===== src/rtl/rc4_pkg.sv =====
// Shared definitions for the RC4 streaming blocks.
// Contents:
//   - default widths for the S RAM data/address and the message index
//   - byte_t, the byte type shared by the data paths
//   - state_t, the PRGA sequencing state of the encryptor
package rc4_pkg;

    localparam int RAM_WIDTH_DEF          = 8;
    localparam int RAM_LENGTH_DEF         = 8;
    localparam int MESSAGE_LOG_LENGTH_DEF = 5;

    typedef logic [RAM_WIDTH_DEF-1:0] byte_t;

    // One PRGA step walks FETCH_I .. WAIT_IN, which is eight cycles per byte.
    typedef enum logic [3:0] {
        ST_IDLE      = 4'd0,
        ST_FETCH_I   = 4'd1,
        ST_READ_SI   = 4'd2,
        ST_READ_SJ   = 4'd3,
        ST_WRITE_SI  = 4'd4,
        ST_WRITE_SJ  = 4'd5,
        ST_ISSUE_F   = 4'd6,
        ST_CAPTURE_F = 4'd7,
        ST_WAIT_IN   = 4'd8,
        ST_DONE      = 4'd9
    } state_t;

endpackage


===== src/rtl/rc4_encryptor_if.sv =====
// Bus bundle for the RC4 encryptor.
// Groups the S RAM port (sOut/sIn/sAddr/sWren), the plaintext input
// stream (in_data/in_valid/in_ready) and the ciphertext output stream
// (out_data/out_idx/out_valid/out_ready).
//   master : the encryptor (drives the RAM port, sinks plaintext, sources ciphertext)
//   slave  : the environment (RAM, plaintext source, ciphertext sink)
interface rc4_encryptor_if #(
    parameter int RAM_WIDTH          = 8,
    parameter int RAM_LENGTH         = 8,
    parameter int MESSAGE_LOG_LENGTH = 5
);
    logic [RAM_WIDTH-1:0]          sOut;
    logic [RAM_WIDTH-1:0]          sIn;
    logic [RAM_LENGTH-1:0]         sAddr;
    logic                          sWren;
    logic [RAM_WIDTH-1:0]          in_data;
    logic                          in_valid;
    logic                          in_ready;
    logic [RAM_WIDTH-1:0]          out_data;
    logic [MESSAGE_LOG_LENGTH-1:0] out_idx;
    logic                          out_valid;
    logic                          out_ready;

    modport master (
        input  sOut,
        output sIn, sAddr, sWren,
        input  in_data, in_valid,
        output in_ready,
        output out_data, out_idx, out_valid,
        input  out_ready
    );

    modport slave (
        output sOut,
        input  sIn, sAddr, sWren,
        output in_data, in_valid,
        input  in_ready,
        input  out_data, out_idx, out_valid,
        output out_ready
    );
endinterface


===== src/rtl/rc4_encryptor_edge_detector.sv =====
// Registered rising-edge detector.
// Ports:
//   clk   - clock
//   reset - synchronous active-low reset
//   level - level input to watch
//   pulse - one-cycle pulse, one cycle after a 0->1 transition of level is sampled
module edge_detector (
    input  logic clk,
    input  logic reset,
    input  logic level,
    output logic pulse
);
    logic level_d_r;
    logic pulse_r;

    // Delay the level by one sample and register the rising-edge pulse.
    always_ff @(posedge clk) begin
        if (!reset) begin
            level_d_r <= 1'b0;
            pulse_r   <= 1'b0;
        end else begin
            level_d_r <= level;
            pulse_r   <= level & ~level_d_r;
        end
    end

    assign pulse = pulse_r;
endmodule


===== src/rtl/rc4_encryptor.sv =====
// Streaming RC4 encryptor (PRGA against an already keyed S RAM).
// Ports:
//   clk, reset      - clock, synchronous active-low reset
//   start           - level; a rising edge launches a message
//   msg_len         - byte count, latched on the start edge
//   bus (master)    - S RAM port, plaintext stream in, ciphertext stream out
//   busy            - high whenever the block is not idle
//   finished        - one-cycle pulse after the last plaintext byte is taken
module rc4_encryptor
    import rc4_pkg::*;
#(
    parameter int RAM_WIDTH          = RAM_WIDTH_DEF,
    parameter int RAM_LENGTH         = RAM_LENGTH_DEF,
    parameter int MESSAGE_LOG_LENGTH = MESSAGE_LOG_LENGTH_DEF
) (
    input  logic                        clk,
    input  logic                        reset,
    input  logic                        start,
    input  logic [MESSAGE_LOG_LENGTH:0] msg_len,
    rc4_encryptor_if.master             bus,
    output logic                        busy,
    output logic                        finished
);
    localparam logic [RAM_LENGTH-1:0]         IDX_ONE = {{(RAM_LENGTH-1){1'b0}}, 1'b1};
    localparam logic [MESSAGE_LOG_LENGTH-1:0] K_ONE   = {{(MESSAGE_LOG_LENGTH-1){1'b0}}, 1'b1};
    localparam logic [MESSAGE_LOG_LENGTH:0]   LEN_ONE = {{MESSAGE_LOG_LENGTH{1'b0}}, 1'b1};

    state_t                        state_r, state_s;
    logic [RAM_LENGTH-1:0]         i_r, j_r;
    logic [MESSAGE_LOG_LENGTH-1:0] k_r;
    logic [MESSAGE_LOG_LENGTH:0]   len_r;
    logic [RAM_WIDTH-1:0]          si_r, sj_r, ks_r;
    logic [RAM_WIDTH-1:0]          out_data_r;
    logic [MESSAGE_LOG_LENGTH-1:0] out_idx_r;
    logic                          out_valid_r;

    logic                          start_rise_s;
    logic [RAM_LENGTH-1:0]         sout_idx_s;
    logic [RAM_LENGTH-1:0]         addr_s;
    logic [RAM_WIDTH-1:0]          sin_s;
    logic                          wren_s;
    logic                          in_ready_s;
    logic                          accept_s;
    logic                          last_s;

    edge_detector u_start_edge (
        .clk   (clk),
        .reset (reset),
        .level (start),
        .pulse (start_rise_s)
    );

    // S values double as S addresses for the j update and the keystream read.
    assign sout_idx_s = RAM_LENGTH'(bus.sOut);
    assign last_s     = ({1'b0, k_r} == (len_r - LEN_ONE));

    // Next-state decode plus the S RAM port and input handshake for the current step.
    always_comb begin
        state_s    = state_r;
        addr_s     = '0;
        sin_s      = '0;
        wren_s     = 1'b0;
        in_ready_s = 1'b0;
        accept_s   = 1'b0;
        case (state_r)
            ST_IDLE: begin
                if (start_rise_s) begin
                    state_s = (msg_len == '0) ? ST_DONE : ST_FETCH_I;
                end else begin
                    state_s = ST_IDLE;
                end
            end
            ST_FETCH_I: begin
                addr_s  = i_r + IDX_ONE;
                state_s = ST_READ_SI;
            end
            ST_READ_SI: begin
                addr_s  = j_r + sout_idx_s;
                state_s = ST_READ_SJ;
            end
            ST_READ_SJ: begin
                state_s = ST_WRITE_SI;
            end
            ST_WRITE_SI: begin
                addr_s  = i_r;
                sin_s   = sj_r;
                wren_s  = 1'b1;
                state_s = ST_WRITE_SJ;
            end
            ST_WRITE_SJ: begin
                // With i==j this rewrites the same cell with the same value.
                addr_s  = j_r;
                sin_s   = si_r;
                wren_s  = 1'b1;
                state_s = ST_ISSUE_F;
            end
            ST_ISSUE_F: begin
                addr_s  = RAM_LENGTH'(si_r + sj_r);
                state_s = ST_CAPTURE_F;
            end
            ST_CAPTURE_F: begin
                state_s = ST_WAIT_IN;
            end
            ST_WAIT_IN: begin
                // A pending output that is leaving this cycle frees the register.
                in_ready_s = !out_valid_r || bus.out_ready;
                accept_s   = bus.in_valid && in_ready_s;
                if (accept_s) begin
                    state_s = last_s ? ST_DONE : ST_FETCH_I;
                end else begin
                    state_s = ST_WAIT_IN;
                end
            end
            ST_DONE: begin
                state_s = ST_IDLE;
            end
            default: begin
                state_s = ST_IDLE;
            end
        endcase
    end

    // State register, PRGA datapath registers and the ciphertext output register.
    always_ff @(posedge clk) begin
        if (!reset) begin
            state_r     <= ST_IDLE;
            i_r         <= '0;
            j_r         <= '0;
            k_r         <= '0;
            len_r       <= '0;
            si_r        <= '0;
            sj_r        <= '0;
            ks_r        <= '0;
            out_data_r  <= '0;
            out_idx_r   <= '0;
            out_valid_r <= 1'b0;
        end else begin
            state_r <= state_s;
            case (state_r)
                ST_IDLE: begin
                    if (start_rise_s) begin
                        len_r <= msg_len;
                        i_r   <= '0;
                        j_r   <= '0;
                        k_r   <= '0;
                    end
                end
                ST_FETCH_I: begin
                    i_r <= i_r + IDX_ONE;
                end
                ST_READ_SI: begin
                    si_r <= bus.sOut;
                    j_r  <= j_r + sout_idx_s;
                end
                ST_READ_SJ: begin
                    sj_r <= bus.sOut;
                end
                ST_CAPTURE_F: begin
                    ks_r <= bus.sOut;
                end
                ST_WAIT_IN: begin
                    if (accept_s && !last_s) begin
                        k_r <= k_r + K_ONE;
                    end
                end
                default: begin
                end
            endcase

            // A reload in the same cycle as out_ready gives a bubble-free handoff.
            if (accept_s) begin
                out_data_r  <= bus.in_data ^ ks_r;
                out_idx_r   <= k_r;
                out_valid_r <= 1'b1;
            end else if (bus.out_ready) begin
                out_valid_r <= 1'b0;
            end else begin
                out_valid_r <= out_valid_r;
            end
        end
    end

    assign bus.sAddr     = addr_s;
    assign bus.sIn       = sin_s;
    assign bus.sWren     = wren_s;
    assign bus.in_ready  = in_ready_s;
    assign bus.out_data  = out_data_r;
    assign bus.out_idx   = out_idx_r;
    assign bus.out_valid = out_valid_r;
    assign busy          = (state_r != ST_IDLE);
    assign finished      = (state_r == ST_DONE);
endmodule


===== src/flat_wrapper.sv =====
// flat-port wrapper written by rule: the top's interface ports become plain ports
module rc4_encryptor_flat import rc4_pkg::*;
#(
    parameter int RAM_WIDTH          = RAM_WIDTH_DEF,
    parameter int RAM_LENGTH         = RAM_LENGTH_DEF,
    parameter int MESSAGE_LOG_LENGTH = MESSAGE_LOG_LENGTH_DEF
)
  (clk, reset, start, msg_len, busy, finished, bus_sOut, bus_sIn, bus_sAddr, bus_sWren, bus_in_data, bus_in_valid, bus_in_ready, bus_out_data, bus_out_idx, bus_out_valid, bus_out_ready);
  rc4_encryptor_if #(.RAM_WIDTH(RAM_WIDTH), .RAM_LENGTH(RAM_LENGTH), .MESSAGE_LOG_LENGTH(MESSAGE_LOG_LENGTH)) bus_i ();
  input  logic clk;
  input  logic reset;
  input  logic start;
  input  logic [MESSAGE_LOG_LENGTH:0] msg_len;
  output logic busy;
  output logic finished;
  input wire logic [$bits(bus_i.sOut)-1:0] bus_sOut;
  output wire logic [$bits(bus_i.sIn)-1:0] bus_sIn;
  output wire logic [$bits(bus_i.sAddr)-1:0] bus_sAddr;
  output wire logic [$bits(bus_i.sWren)-1:0] bus_sWren;
  input wire logic [$bits(bus_i.in_data)-1:0] bus_in_data;
  input wire logic [$bits(bus_i.in_valid)-1:0] bus_in_valid;
  output wire logic [$bits(bus_i.in_ready)-1:0] bus_in_ready;
  output wire logic [$bits(bus_i.out_data)-1:0] bus_out_data;
  output wire logic [$bits(bus_i.out_idx)-1:0] bus_out_idx;
  output wire logic [$bits(bus_i.out_valid)-1:0] bus_out_valid;
  input wire logic [$bits(bus_i.out_ready)-1:0] bus_out_ready;
  assign bus_i.sOut = bus_sOut;
  assign bus_sIn = bus_i.sIn;
  assign bus_sAddr = bus_i.sAddr;
  assign bus_sWren = bus_i.sWren;
  assign bus_i.in_data = bus_in_data;
  assign bus_i.in_valid = bus_in_valid;
  assign bus_in_ready = bus_i.in_ready;
  assign bus_out_data = bus_i.out_data;
  assign bus_out_idx = bus_i.out_idx;
  assign bus_out_valid = bus_i.out_valid;
  assign bus_i.out_ready = bus_out_ready;
  rc4_encryptor #(.RAM_WIDTH(RAM_WIDTH), .RAM_LENGTH(RAM_LENGTH), .MESSAGE_LOG_LENGTH(MESSAGE_LOG_LENGTH)) u_core (.clk(clk), .reset(reset), .start(start), .msg_len(msg_len), .bus(bus_i), .busy(busy), .finished(finished));
endmodule

===== config.mk =====
export PLATFORM = sky130hd
export DESIGN_NAME = rc4_encryptor_flat
export DESIGN_NICKNAME = d
export VERILOG_FILES = /design/src/rtl/rc4_pkg.sv /design/src/rtl/rc4_encryptor_if.sv /design/src/rtl/rc4_encryptor_edge_detector.sv /design/src/rtl/rc4_encryptor.sv /design/src/flat_wrapper.sv
export SDC_FILE = /design/constraint.sdc
export NUM_CORES = 1
export LEC_CHECK = 0
export ABC_AREA = 1
export CORE_UTILIZATION = 50
export CTS_CLUSTER_SIZE = 30
export DETAILED_ROUTE_END_ITERATION = 12
export GPL_TIMING_DRIVEN = 0
export HOLD_SLACK_MARGIN = 0.03
export PLACE_DENSITY_LB_ADDON = 0.05
export SYNTH_ARGS = -nofsm -noshare
export SYNTH_HDL_FRONTEND = slang
export SYNTH_HIERARCHICAL = 1
export SYNTH_SLANG_ARGS = --single-unit

===== constraint.sdc =====
create_clock -name clk -period 5.05 [get_ports clk]
set_input_delay 1.01 -clock clk [delete_from_list [all_inputs] [get_ports clk]]
set_output_delay 1.01 -clock clk [all_outputs]
set_load 0.005 [all_outputs]

==> results of run 1 <==
-- cells in the mapped netlist, drive strengths merged --
cell / number
a221o: 1
o21ai: 53
nor2: 87
nand4: 6
nand3b: 3
inv: 46
xnor2: 11
a21o: 4
a21oi: 58
o2bb2ai: 1
nand3: 31
buf: 8
xor2: 6
a32oi: 1
a22o: 8
nand2: 89
fa: 2
o21bai: 1
clkinv: 1
a31oi: 3
nor3: 7
ha: 17
clkbuf: 6
a211oi: 2
a221oi: 1
or2: 2
dfxtp: 71
-- state kept, by name, summed over array words and instances, names as in the netlist --
| register | cells |
|---|---|
| u_core/bus.out_data | 8 |
| u_core/i_r | 8 |
| u_core/j_r | 8 |
| u_core/ks_r | 8 |
| u_core/si_r | 8 |
| u_core/sj_r | 8 |
| u_core/len_r | 6 |
| u_core/bus.out_idx | 5 |
| u_core/k_r | 5 |
| u_core/state_r | 4 |
| u_core/bus.out_valid | 1 |
| u_core/u_start_edge/level_d_r | 1 |
| u_core/u_start_edge/pulse | 1 |
-- area by class of cell --
type / count / area share
Sequential cell: 71 / 0.3004
Tap cell: 99 / 0.02618
Multi-Input combinational cell: 394 / 0.4520
Buffer: 14 / 0.01402
Clock buffer: 9 / 0.02618
Timing Repair Buffer: 60 / 0.1270
Clock inverter: 7 / 0.01693
Inverter: 47 / 0.03729
-- per-stage QoR --
stage	power, W	utilization	hold WS [ns]	area [um^2]
2_1_floorplan	0.0007559	-	0.3841	3802
3_3_place_gp	0.0008362	0.6208	0.3914	4527
3_5_place_dp	0.0008421	0.6208	0.3912	4527
4_1_cts	0.001310	0.6488	0.4051	4731
5_1_grt	0.001366	0.6488	0.4310	4731
6_report	0.001303	0.6488	0.4048	4731
-- power by group through the flow --
stage	registers [W]	clock network, W	logic, W
finish	0.000604	0.000472	0.000227
global route	0.000607	0.000507	0.000252
CTS	0.000604	0.000480	0.000227
detailed placement	0.000617	0	0.000225
global placement	0.000616	0	0.000220
floorplan	0.000612	0	0.000144
-- worst max-delay path, stage by stage --
cell	delay (ns)
clkdlybuf4s50_1	0.50
ha_1	0.28
fa_1	0.43
nand4_1	0.11
nand3_1	0.11
a21oi_1	0.13
o21ai_0	0.13
nand3_1	0.11
clkdlybuf4s50_1	0.50
-- routing by layer --
| layer | track usage | vias to the layer above | share of wire |
|---|---|---|---|
| li1 | - | 1911 | - |
| met1 | 0.3309 | 1723 | 0.45 |
| met2 | 0.4490 | 106 | 0.48 |
| met3 | 0.03324 | 21 | 0.046 |
| met4 | 0.1270 | 0 | 0.025 |
| met5 | 0 | - | 0 |
-- logic make-up (layout without fill, tap and decap cells) --
group | after synthesis | after routing | share of synthesized area
and+or+nand+nor | 225 | 225 | 0.2623
AOI/OAI and AO/OA | 133 | 133 | 0.1945
DFF | 71 | 71 | 0.3738
buffers and inverters | 61 | 137 | 0.06384
adders and majority gates | 19 | 19 | 0.06647
xor gates and xnor gates | 17 | 17 | 0.03916
-- worst max-delay path by stage --
stage	from	end	slack, ns
floorplan	bus_sOut[0]	bus_sAddr[4]	1.94
detailed placement	bus_sOut[0]	bus_sAddr[6]	0.75
finish	bus_sOut[0]	bus_sAddr[6]	0.72
CTS	bus_sOut[0]	bus_sAddr[6]	0.73
global route	bus_sOut[0]	bus_sAddr[6]	0.58
global placement	bus_sOut[0]	bus_sAddr[6]	0.77
==> flow_summary.toml, run 1 <==
[timing]
setup_violations = 0
tns_ns = 0
slew_headroom = 0.4769
rsz0062_at_grt = "no"
fin_worst_skew_ns = 0.004291
fin_crit_sh = 0.8567
hold_viol = 0
fmax_mhz = 231.1
setup_slack_ns = 0.7235
drv_slew = 0
min_period_ns = 4.326
worstMarginPinSlew_ns = 0.7818

[worst_hold_path]
holdPathStages = 1
worst_hold_startpoint = "u_core/u_start_edge/level_d_r"
holdPathEnd = "u_core/u_start_edge/pulse"
hold_path_class = "flop to flop"

[logic_synthesis]
synthDistinctLibCells = 37
synthCells = 526
synth_warnings = 6
syn_area_per_cell_um2 = 7.229
yosysSeqAreaShare = 0.3738
ys_ff_latch = 71
synth_top_area_cell = "dfxtp_1"
netlist_area_um2 = 3802
yosys-top-cells-area = "dfxtp_1 (37%), nand2_1 (8.2%), a21oi_1 (7.6%), nor2_1 (7.6%), o21ai_0 (7.0%)"
syn-num-nets = 572
synth.top_cell.area_share = 0.3738

[grt]
grt_max_degree = 15
antenna_found_initial = 0
grt_pass1_wl_um = 15900
grt_pass1_vias = 3445
grt_overflow_total = 0
grt_use_total = 0.2637

[drt]
drtIter0Drc = 224
drt_pre_antenna_iters = 5
routed_wl_um = 9908
final_antenna_net_count = 0
drc = 0
vias = 3761
vias_per_cell = 5.365
routedWlPerCell_um = 14.13

[power_and_ir_drop]
p_int_w = 0.0009120
power_density_nw_per_um2 = 275.5
p_switching_w = 0.0003915
p_leak_nw = 2.013
pwr-share-seq = 0.464
clkPwrFrac = 0.362
switching_share = 0.3003
vdd_drop_max_mv = 0.1563
power_frac_comb = 0.175

[cells_and_area]
regArea_um2 = 1421
multiInputGateArea_um2 = 2138
syn_to_final_growth_pct = 24.42
fillers = 702
final_nets = 643
most-common-layout-cells = "nand2_1 (83), nor2_1 (77), dfxtp_1 (71)"
layout_commonest_cell = "nand2_1"
final_cell_count_no_fill = 701
diodes = 0
drive_above_1_share = 0.08638

[floorplanning]
ios = 61
dieArea_um2 = 7958
core_um2 = 7292
rows = 31
die_width_um = 89.21
die_h_um = 89.21
start_util = 0.5214

[clock_tree]
post-cts-setup-buffers = 0
tritoncts = "built"
insertion_delay_ns = 0.35
cts_made_buffers = 9
clock_sinks = 71
cts_hold_buf = 0
cts-root-buf = "clkbuf_8"
cts_buffer_depth = 2
cts.repair.resized = 0
clkSlewWorstSetupHoldPaths_ns = 0.08
cts.htree.levels = 3

[setup_path]
cp_max_fo = 4
r2r_slack_ns = 3.19
rr_worst_depth = 12
worst_setup_path_start_kind = "input port"
reg2reg_to = "u_core/k_r[0]"
worstPathArrival_ns = 3.32
worstSetupEndpointType = "primary output"
critPathRequiredTime_ns = 4.04
critPathKind = "input port to primary output"
worstReg2RegStart = "u_core/len_r[0]"

[placement]
gp_congestion = 0.8920
dp_cells = 685
io_buffer_count = 60
dpl_worst_slack_ns = 0.7534
post-dp-hpwl_um = 7433

[run_status]
status = "finished clean"

[job]
cap_violations = 0
No activity file was read; power rests on OpenSTA's default activity.
==> run 2: changes to the inputs <==
SLEW_MARGIN = 15   (was default)
==> results of run 2 <==
Same layout as run 1: the final DEF is identical, and so are final timing and power.
